[src/rtl/clock_strobe_pkg.sv]
// rtl/clock_strobe_pkg.sv - shared constants and helpers for the clock strobe generator
// Purpose: default counter width and reset divisor, the disabled-divisor code,
//          and the channel-select width function.
// Ports:   none (package).
package clock_strobe_pkg;

  localparam int CNT_W_DEFAULT    = 8;
  localparam int DIV_INIT_DEFAULT = 4;
  localparam int DIV_DISABLED     = 0;

  // Channel select needs at least one bit even for a single channel.
  function automatic int ch_w(input int num_ch);
    return (num_ch > 1) ? $clog2(num_ch) : 1;
  endfunction

endpackage

[src/rtl/clock_strobe_channel.sv]
// rtl/clock_strobe_channel.sv - one clock-enable channel with glitch-free divisor reload
// Purpose: counts 0..div-1, emits a tick on the last count and a divided clock that is
//          high for the first floor(div/2) counts. A reload request is held pending and
//          applied only at the period boundary, on align, or immediately when disabled.
// Ports:   clock, reset   master clock, synchronous active-high reset
//          align          restart the counter at 0 and apply any pending reload
//          cfg_sel        request addressed to this channel (cfg_valid already folded in)
//          cfg_div        requested divisor
//          pend           reload pending (doubles as the channel's not-ready flag)
//          tick, div_clk, active   registered channel outputs
module clock_strobe_channel
  import clock_strobe_pkg::*;
#(
  parameter int CNT_W    = CNT_W_DEFAULT,
  parameter int DIV_INIT = DIV_INIT_DEFAULT
) (
  input  logic             clock,
  input  logic             reset,
  input  logic             align,
  input  logic             cfg_sel,
  input  logic [CNT_W-1:0] cfg_div,
  output logic             pend,
  output logic             tick,
  output logic             div_clk,
  output logic             active
);

  localparam logic [CNT_W-1:0] DIV_RST = CNT_W'(DIV_INIT);
  localparam logic [CNT_W-1:0] DIV_OFF = CNT_W'(DIV_DISABLED);
  localparam logic [CNT_W-1:0] ONE     = CNT_W'(1);

  logic [CNT_W-1:0] cnt, div, pend_div;
  logic [CNT_W-1:0] cnt_next, div_next;
  logic             enabled, at_wrap, apply, xfer;

  always_comb begin
    xfer     = cfg_sel && !pend;
    enabled  = (div != DIV_OFF);
    at_wrap  = enabled && (cnt == div - ONE);
    // pend is a flop, so a request accepted this cycle cannot be applied until a later edge.
    apply    = pend && (align || !enabled || at_wrap);
    cnt_next = cnt;
    div_next = div;
    if (apply) begin
      div_next = pend_div;
      cnt_next = '0;
    end else if (!enabled || align || at_wrap) begin
      cnt_next = '0;
    end else begin
      cnt_next = cnt + ONE;
    end
  end

  always_ff @(posedge clock) begin
    if (reset) begin
      cnt      <= '0;
      div      <= DIV_RST;
      pend     <= 1'b0;
      pend_div <= '0;
      tick     <= 1'b0;
      div_clk  <= 1'b0;
      active   <= (DIV_RST != DIV_OFF);
    end else begin
      cnt <= cnt_next;
      div <= div_next;
      if (apply) pend <= 1'b0;
      if (xfer) begin
        pend     <= 1'b1;
        pend_div <= cfg_div;
      end
      // Outputs are registered from the next state so they line up with cnt.
      tick    <= (div_next != DIV_OFF) && (cnt_next == div_next - ONE);
      div_clk <= (cnt_next < (div_next >> 1));
      active  <= (div_next != DIV_OFF);
    end
  end

endmodule

[src/rtl/clock_strobe_gen.sv]
// rtl/clock_strobe_gen.sv - multi-channel clock-enable generator
// Purpose: NUM_CH independently reprogrammable strobe/divided-clock channels sharing a
//          single reload port and a common re-phase (align) pulse.
// Ports:   clock, reset      master clock, synchronous active-high reset
//          align             restart all enabled channels at count 0
//          cfg_valid/cfg_ch/cfg_div/cfg_ready   reload handshake (cfg_ch >= NUM_CH is dropped)
//          tick, div_clk, active                per-channel registered outputs
module clock_strobe_gen
  import clock_strobe_pkg::*;
#(
  parameter int NUM_CH   = 4,
  parameter int CNT_W    = CNT_W_DEFAULT,
  parameter int DIV_INIT = DIV_INIT_DEFAULT,
  parameter int CH_W     = ch_w(NUM_CH)
) (
  input  logic              clock,
  input  logic              reset,
  input  logic              align,
  input  logic              cfg_valid,
  input  logic [CH_W-1:0]   cfg_ch,
  input  logic [CNT_W-1:0]  cfg_div,
  output logic              cfg_ready,
  output logic [NUM_CH-1:0] tick,
  output logic [NUM_CH-1:0] div_clk,
  output logic [NUM_CH-1:0] active
);

  logic [NUM_CH-1:0] pend;
  logic [NUM_CH-1:0] sel;

  // Out-of-range channel numbers match nothing: ready stays 1 and the request is dropped.
  always_comb begin
    sel       = '0;
    cfg_ready = 1'b1;
    for (int i = 0; i < NUM_CH; i++) begin
      if (cfg_ch == CH_W'(i)) begin
        sel[i]    = cfg_valid;
        cfg_ready = !pend[i];
      end
    end
  end

  for (genvar g = 0; g < NUM_CH; g++) begin : g_ch
    clock_strobe_channel #(
      .CNT_W    (CNT_W),
      .DIV_INIT (DIV_INIT)
    ) u_ch (
      .clock   (clock),
      .reset   (reset),
      .align   (align),
      .cfg_sel (sel[g]),
      .cfg_div (cfg_div),
      .pend    (pend[g]),
      .tick    (tick[g]),
      .div_clk (div_clk[g]),
      .active  (active[g])
    );
  end

endmodule
[config.mk]
export PLATFORM = sky130hd
export DESIGN_NAME = clock_strobe_gen
export DESIGN_NICKNAME = d
export VERILOG_FILES = /design/src/rtl/clock_strobe_pkg.sv /design/src/rtl/clock_strobe_channel.sv /design/src/rtl/clock_strobe_gen.sv
export SDC_FILE = /design/constraint.sdc
export NUM_CORES = 1
export LEC_CHECK = 0
export BUFFER_PORTS_ARGS = -buffer_cell sky130_fd_sc_hd__buf_2
export CAP_MARGIN = 10
export CORE_MARGIN = 4
export CORE_UTILIZATION = 30
export CTS_CLUSTER_DIAMETER = 100
export DETAILED_ROUTE_END_ITERATION = 8
export SYNTH_ARGS = -nofsm -noshare
export SYNTH_HDL_FRONTEND = slang
export SYNTH_SLANG_ARGS = --single-unit
[constraint.sdc]
create_clock -name clock -period 11.3 [get_ports clock]
set_input_delay 2.26 -clock clock [delete_from_list [all_inputs] [get_ports clock]]
set_output_delay 2.26 -clock clock [all_outputs]
set_load 0.005 [all_outputs]
* Word-level counts from Yosys, hierarchy flattened *
Cells that the tools add are included.

word-level totals
  bits in registers = 112
  input port bits = 14
  output and inout port bits = 13
  word-level logic and storage cells = 128

cells by class
  add/subtract/negate cells = 12
  $lt $le $gt $ge = 4
  equality and inequality tests = 11
  multiplexer cells = 28
  reduce and logical (&&, ||, !) cells = 45

operator list
  kind                 count
  $mux 8               12
  $eq 8x8->1           8
  $reduce_bool 8->1    8
  $sub 8x1->8 const B  8
  $add 8x1->8 const B  4
  $lt 8x7->1           4
  $logic_and 1x1->1    16
  $mux 1               16
  $logic_not 1->1      8
  $logic_or 1x1->1     8
  $reduce_bool 2->1    4
  $eq 2x2->1 const B   2
  $eq 2x1->1 const B   1
  $logic_not 2->1      1

* Longest topological paths before layout *
  depth after elaboration = 9
  gate-level depth with buffers = 20
  mapped depth without buffers = 16

* Hierarchy *
Synthesis repeated with hierarchy kept, for this count alone.

second synthesis, totals
  cell total of the unflattened synthesis = 1,051
  area, all modules = 8,411.8 um2

modules (own cells, without submodules)
  module                instances  cells each  area an instance (um2)  seq. area each (um2)
  clock_strobe_channel  4          261         2,088.3                 560.5
  clock_strobe_gen      1          7           58.8                    0.0

* Least setup slack after synthesis *
OpenSTA, ideal clock, no wires.

  path kind = input -> output
  start = in cfg_ch[0]
  end = out cfg_ready
  arrival time = 2.739 ns
  required time = 9.040 ns
  slack = 6.301 ns
  stages on the path = 2
  path buffers = 0
  cell sequence = mux2_2 o21ai_0

between the ends
  word-level cells in the longest chain between the ends = 5
  elaborated cells between the ends (all ways) = 8
  those cells by class = eq/ne (3); mux (4); reduce/logical (1)

RTL lines
  element              RTL line                source
  from (decl)          clock_strobe_gen.sv:20  input logic [CH_W-1:0] cfg_ch,
  $logic_not 2->1      clock_strobe_gen.sv:36  if (cfg_ch == CH_W'(i)) begin
  $mux 1 (3 in a row)  clock_strobe_gen.sv:36
  $mux 1 *             clock_strobe_gen.sv:36
  to (decl)            clock_strobe_gen.sv:22  output logic cfg_ready,

Every way passes the cells marked *; elsewhere a longest branch is shown, timed or not.

* Final worst setup path *
Ends and elaborated chain as after synthesis.

==> out/qor.yml <==
outcome:
  outcome: "finished clean"
die:
  core_um2: 25300
  die_area_um2: 28400
  rows: 58
  die-width_um: 169
  io_pins: 27
  start_util_pct: 30.6
  die_y_um: 169
synth:
  synth_nets: 1027
  synth_seq_cells: 112
  synth_flop_cell: "dfxtp_1"
  synthCells: 977
  synth_cell_types: 85
  netlist_area_um2: 7730
  ys_warn_count: 0
  postSynthAreaPerCell_um2: 7.91
  async_reset_ff_share_pct: 0
  synth_edf_count: 0
  synth_seq_area_share_pct: 29.0
clock_network:
  cts_tree: "done"
  cts_root_buf: "clkbuf_16"
  cts.path.max_buffers: 2
  numCtsBuffers: 9
  postCtsSetupBuffers: 0
  clk_latency_ns: 0.37
  cts.reportedPaths.clkPinSlew_ns: 0.08
  postCtsHoldBufs: 0
  cts_resized: 0
  cts.sinks: 112
  htreeDepth: 3
job:
  maxCapViolCount: 0
setup_path:
  arrival_ns: 2.99
  cp_num_cells: 4
  path_cells: "buf_2 > mux2_2 > o21ai_0 > buf_2"
  crit_required_ns: 9.04
  path_max_fanout: 6
  crit_slowest_cell: "mux2_2"
  critical_path_class: "in -> out"
  ff2ff_setup_slack_ns: 6.91
  cpLargestDelayFamily: "multiplexers"
  slowest_delay_ns: 0.33
  worst_path_most_repeated_cell: "buf_2"
  reg2regPathDepth: 13
  path_buf_inv: 2
  crit_path_end_kind: "output pin"
  crit_path_start_kind: "input port"
grt:
  grt_max_degree: 60
  grt_pass1_wl_um: 34400
  antenna_found_initial: 1
  track_usage_pct: 14.6
  grt_pass1_vias: 6516
  overflow: 0
sta:
  worst_slack_ns: 6.05
  period_needed_ns: 5.25
  rsz0062_at_grt: "no"
  maxSlewViolCount: 0
  worstMarginPinSlew_ns: 0.933
  fmax_mhz: 190
  post-route-period-util_pct: 46.5
  setup-tns-final_ns: 0
  hold_viol_final: 0
  setup-violations-final: 0
  relSlewSlack_pct: 37.3
  fin_skew_ns: 0.0102
route:
  routed_wl_um: 20900
  ant_nets: 0
  via_count: 6914
  drtIter0Drc: 489
  vias_per_cell: 5.37
  drtPass1Iterations: 5
  wl_per_cell_um: 16.2
  post-route-drc-count: 0
finish:
  multi_input_area_um2: 5060
  nets: 1002
  layout-area-overhead-vs-synth_pct: 7.63
  finalNonFillerCells: 1287
  drive_above_1_share_pct: 8.88
  final-seq-area_um2: 2240
  antennaDiodeCount: 0
  nFillCells: 2728
pwr:
  powerDensity_nw_per_um2: 105
  p_leak_nw: 3.28
  irDropWorstVdd_mv: 0.0826
placement:
  gp_congestion: 0.874
  dp_slack_ns: 5.89
  dpl.cell_count: 1271
  portBuffers: 26
  detailed_place_hpwl_um: 15500
worst_hold_path:
  hold_path_depth: 2
  hp-class: "reg -> reg"
[final timing paths]
path                       startpoint                        to
max                         cfg_ch[0]                 cfg_ready
min          g_ch[2].u_ch.pend_div[5]  g_ch[2].u_ch.pend_div[5]
max reg2reg       g_ch[1].u_ch.div[4]         g_ch[1].u_ch.tick
min reg2reg  g_ch[2].u_ch.pend_div[5]  g_ch[2].u_ch.pend_div[5]
[synthesized netlist by cell type, drive strengths merged, types with 6 or more instances]
cell	n	area (µm²)
a211oi	9	67.6
a21oi	65	325
a22oi	6	45.0
a31oi	12	75.1
and2	7	43.8
and3	19	125
buf	26	174
clkbuf	40	150
dfxtp	112	2240
ha	36	450
inv	30	113
mux2	6	67.6
mux2i	29	294
nand2	107	402
nand2b	6	37.5
nand3	36	180
nand4	6	37.5
nor2	103	387
nor3	56	290
nor3b	7	52.6
nor4	14	109
o211ai	7	52.6
o21a	6	45.0
o21ai	23	119
o22ai	6	37.5
o31ai	9	67.6
or3	12	81.3
xnor2	45	394
xor2	46	403
[registers in the layout, summed over array words and instances (netlist names)]
signal / count
g_ch.u_ch.tick: 4
g_ch.u_ch.div: 32
g_ch.u_ch.pend: 4
g_ch.u_ch.pend_div: 32
g_ch.u_ch.div_clk: 4
g_ch.u_ch.cnt: 32
g_ch.u_ch.active: 4
[logic make-up (layout without fill, tap and decap cells)]
| logic type | after synthesis | after routing | synth area share (%) |
|---|---|---|---|
| muxes | 35 | 35 | 4.68 |
| xor gates and xnor gates | 92 | 92 | 10.6 |
| DFF | 112 | 112 | 29.0 |
| buffers and inverters | 97 | 77 | 5.70 |
| and+or+nand+nor | 405 | 405 | 26.1 |
| AOI/OAI and AO/OA | 199 | 199 | 18.0 |
| adders and majority gates | 37 | 37 | 5.96 |
[power by group]
| group | internal, mW | switching [mW] | total (mW) |
|---|---|---|---|
| Combinational | 0.0366 | 0.0591 | 0.0957 |
| Clock | 0.198 | 0.165 | 0.362 |
| Sequential | 0.403 | 0.0124 | 0.416 |
| Total | 0.638 | 0.236 | 0.874 |
[cell type report]
class                           instances  area share [%]
Timing Repair Buffer                   30            1.96
Clock inverter                          7            1.23
Sequential cell                       112            27.0
Clock buffer                            9            2.71
Tap cell                              330            4.96
Multi-Input combinational cell        768            60.8
Inverter                               31            1.40
[through the flow]
stage | instance area (µm²) | hold slack (ns) | util (%) | total power, mW
floorplan | 7730 | 0.437 | - | 0.495
global placement | 7990 | 0.449 | 31.6 | 0.519
detailed placement | 7990 | 0.457 | 31.6 | 0.520
CTS | 8320 | 0.469 | 32.9 | 0.880
global route | 8320 | 0.497 | 32.9 | 0.910
finish | 8320 | 0.470 | 32.9 | 0.874
[layout by cell type (no fill, tap or decap), types with 4 or more instances in the layout]
master     netlist  layout
o21a_1           6       6
nor2b_1          4       4
nor3_1          54      54
or3_1           10      10
a211oi_1         9       9
mux2i_1         28      28
o21ai_0         22      22
o2111ai_1        4       4
dfxtp_1        112     112
xor2_1          46      46
buf_4           12       5
nor2_1         103     103
o22ai_1          6       6
o211ai_1         7       7
clkbuf_16        0       9
nor3b_1          7       7
a31oi_1         12      12
a21boi_0         4       4
nand4_1          6       6
a21oi_1         65      65
nand3_1         36      36
and3_1          17      17
nand2b_1         6       6
and2_1           7       7
nor4_1          12      12
nand2_1        107     107
a31o_2           4       4
xnor2_1         45      45
a22oi_1          6       6
ha_1            36      36
or2_2            5       5
mux2_2           6       6
o31ai_1          9       7
nand3b_1         4       4
buf_2            7      25
a211o_1          4       4
a21o_1           5       5
inv_1           30      30
[worst min-delay path, stage by stage, from the launching register on]
cell and delay (ns):
dfxtp_1 0.32, nand2_1 0.05, a21oi_1 0.05
[metal layers]
metal / GRT usage (%) / vias to the layer above / routed length, µm
li1: - / 3440 / -
met2: 23.3 / 170 / 9560
met3: 2.01 / 31 / 852
met1: 20.7 / 3273 / 10100
met4: 4.09 / 0 / 363
met5: 0 / - / 0
Note: power is estimated with default switching activity, not from simulation.
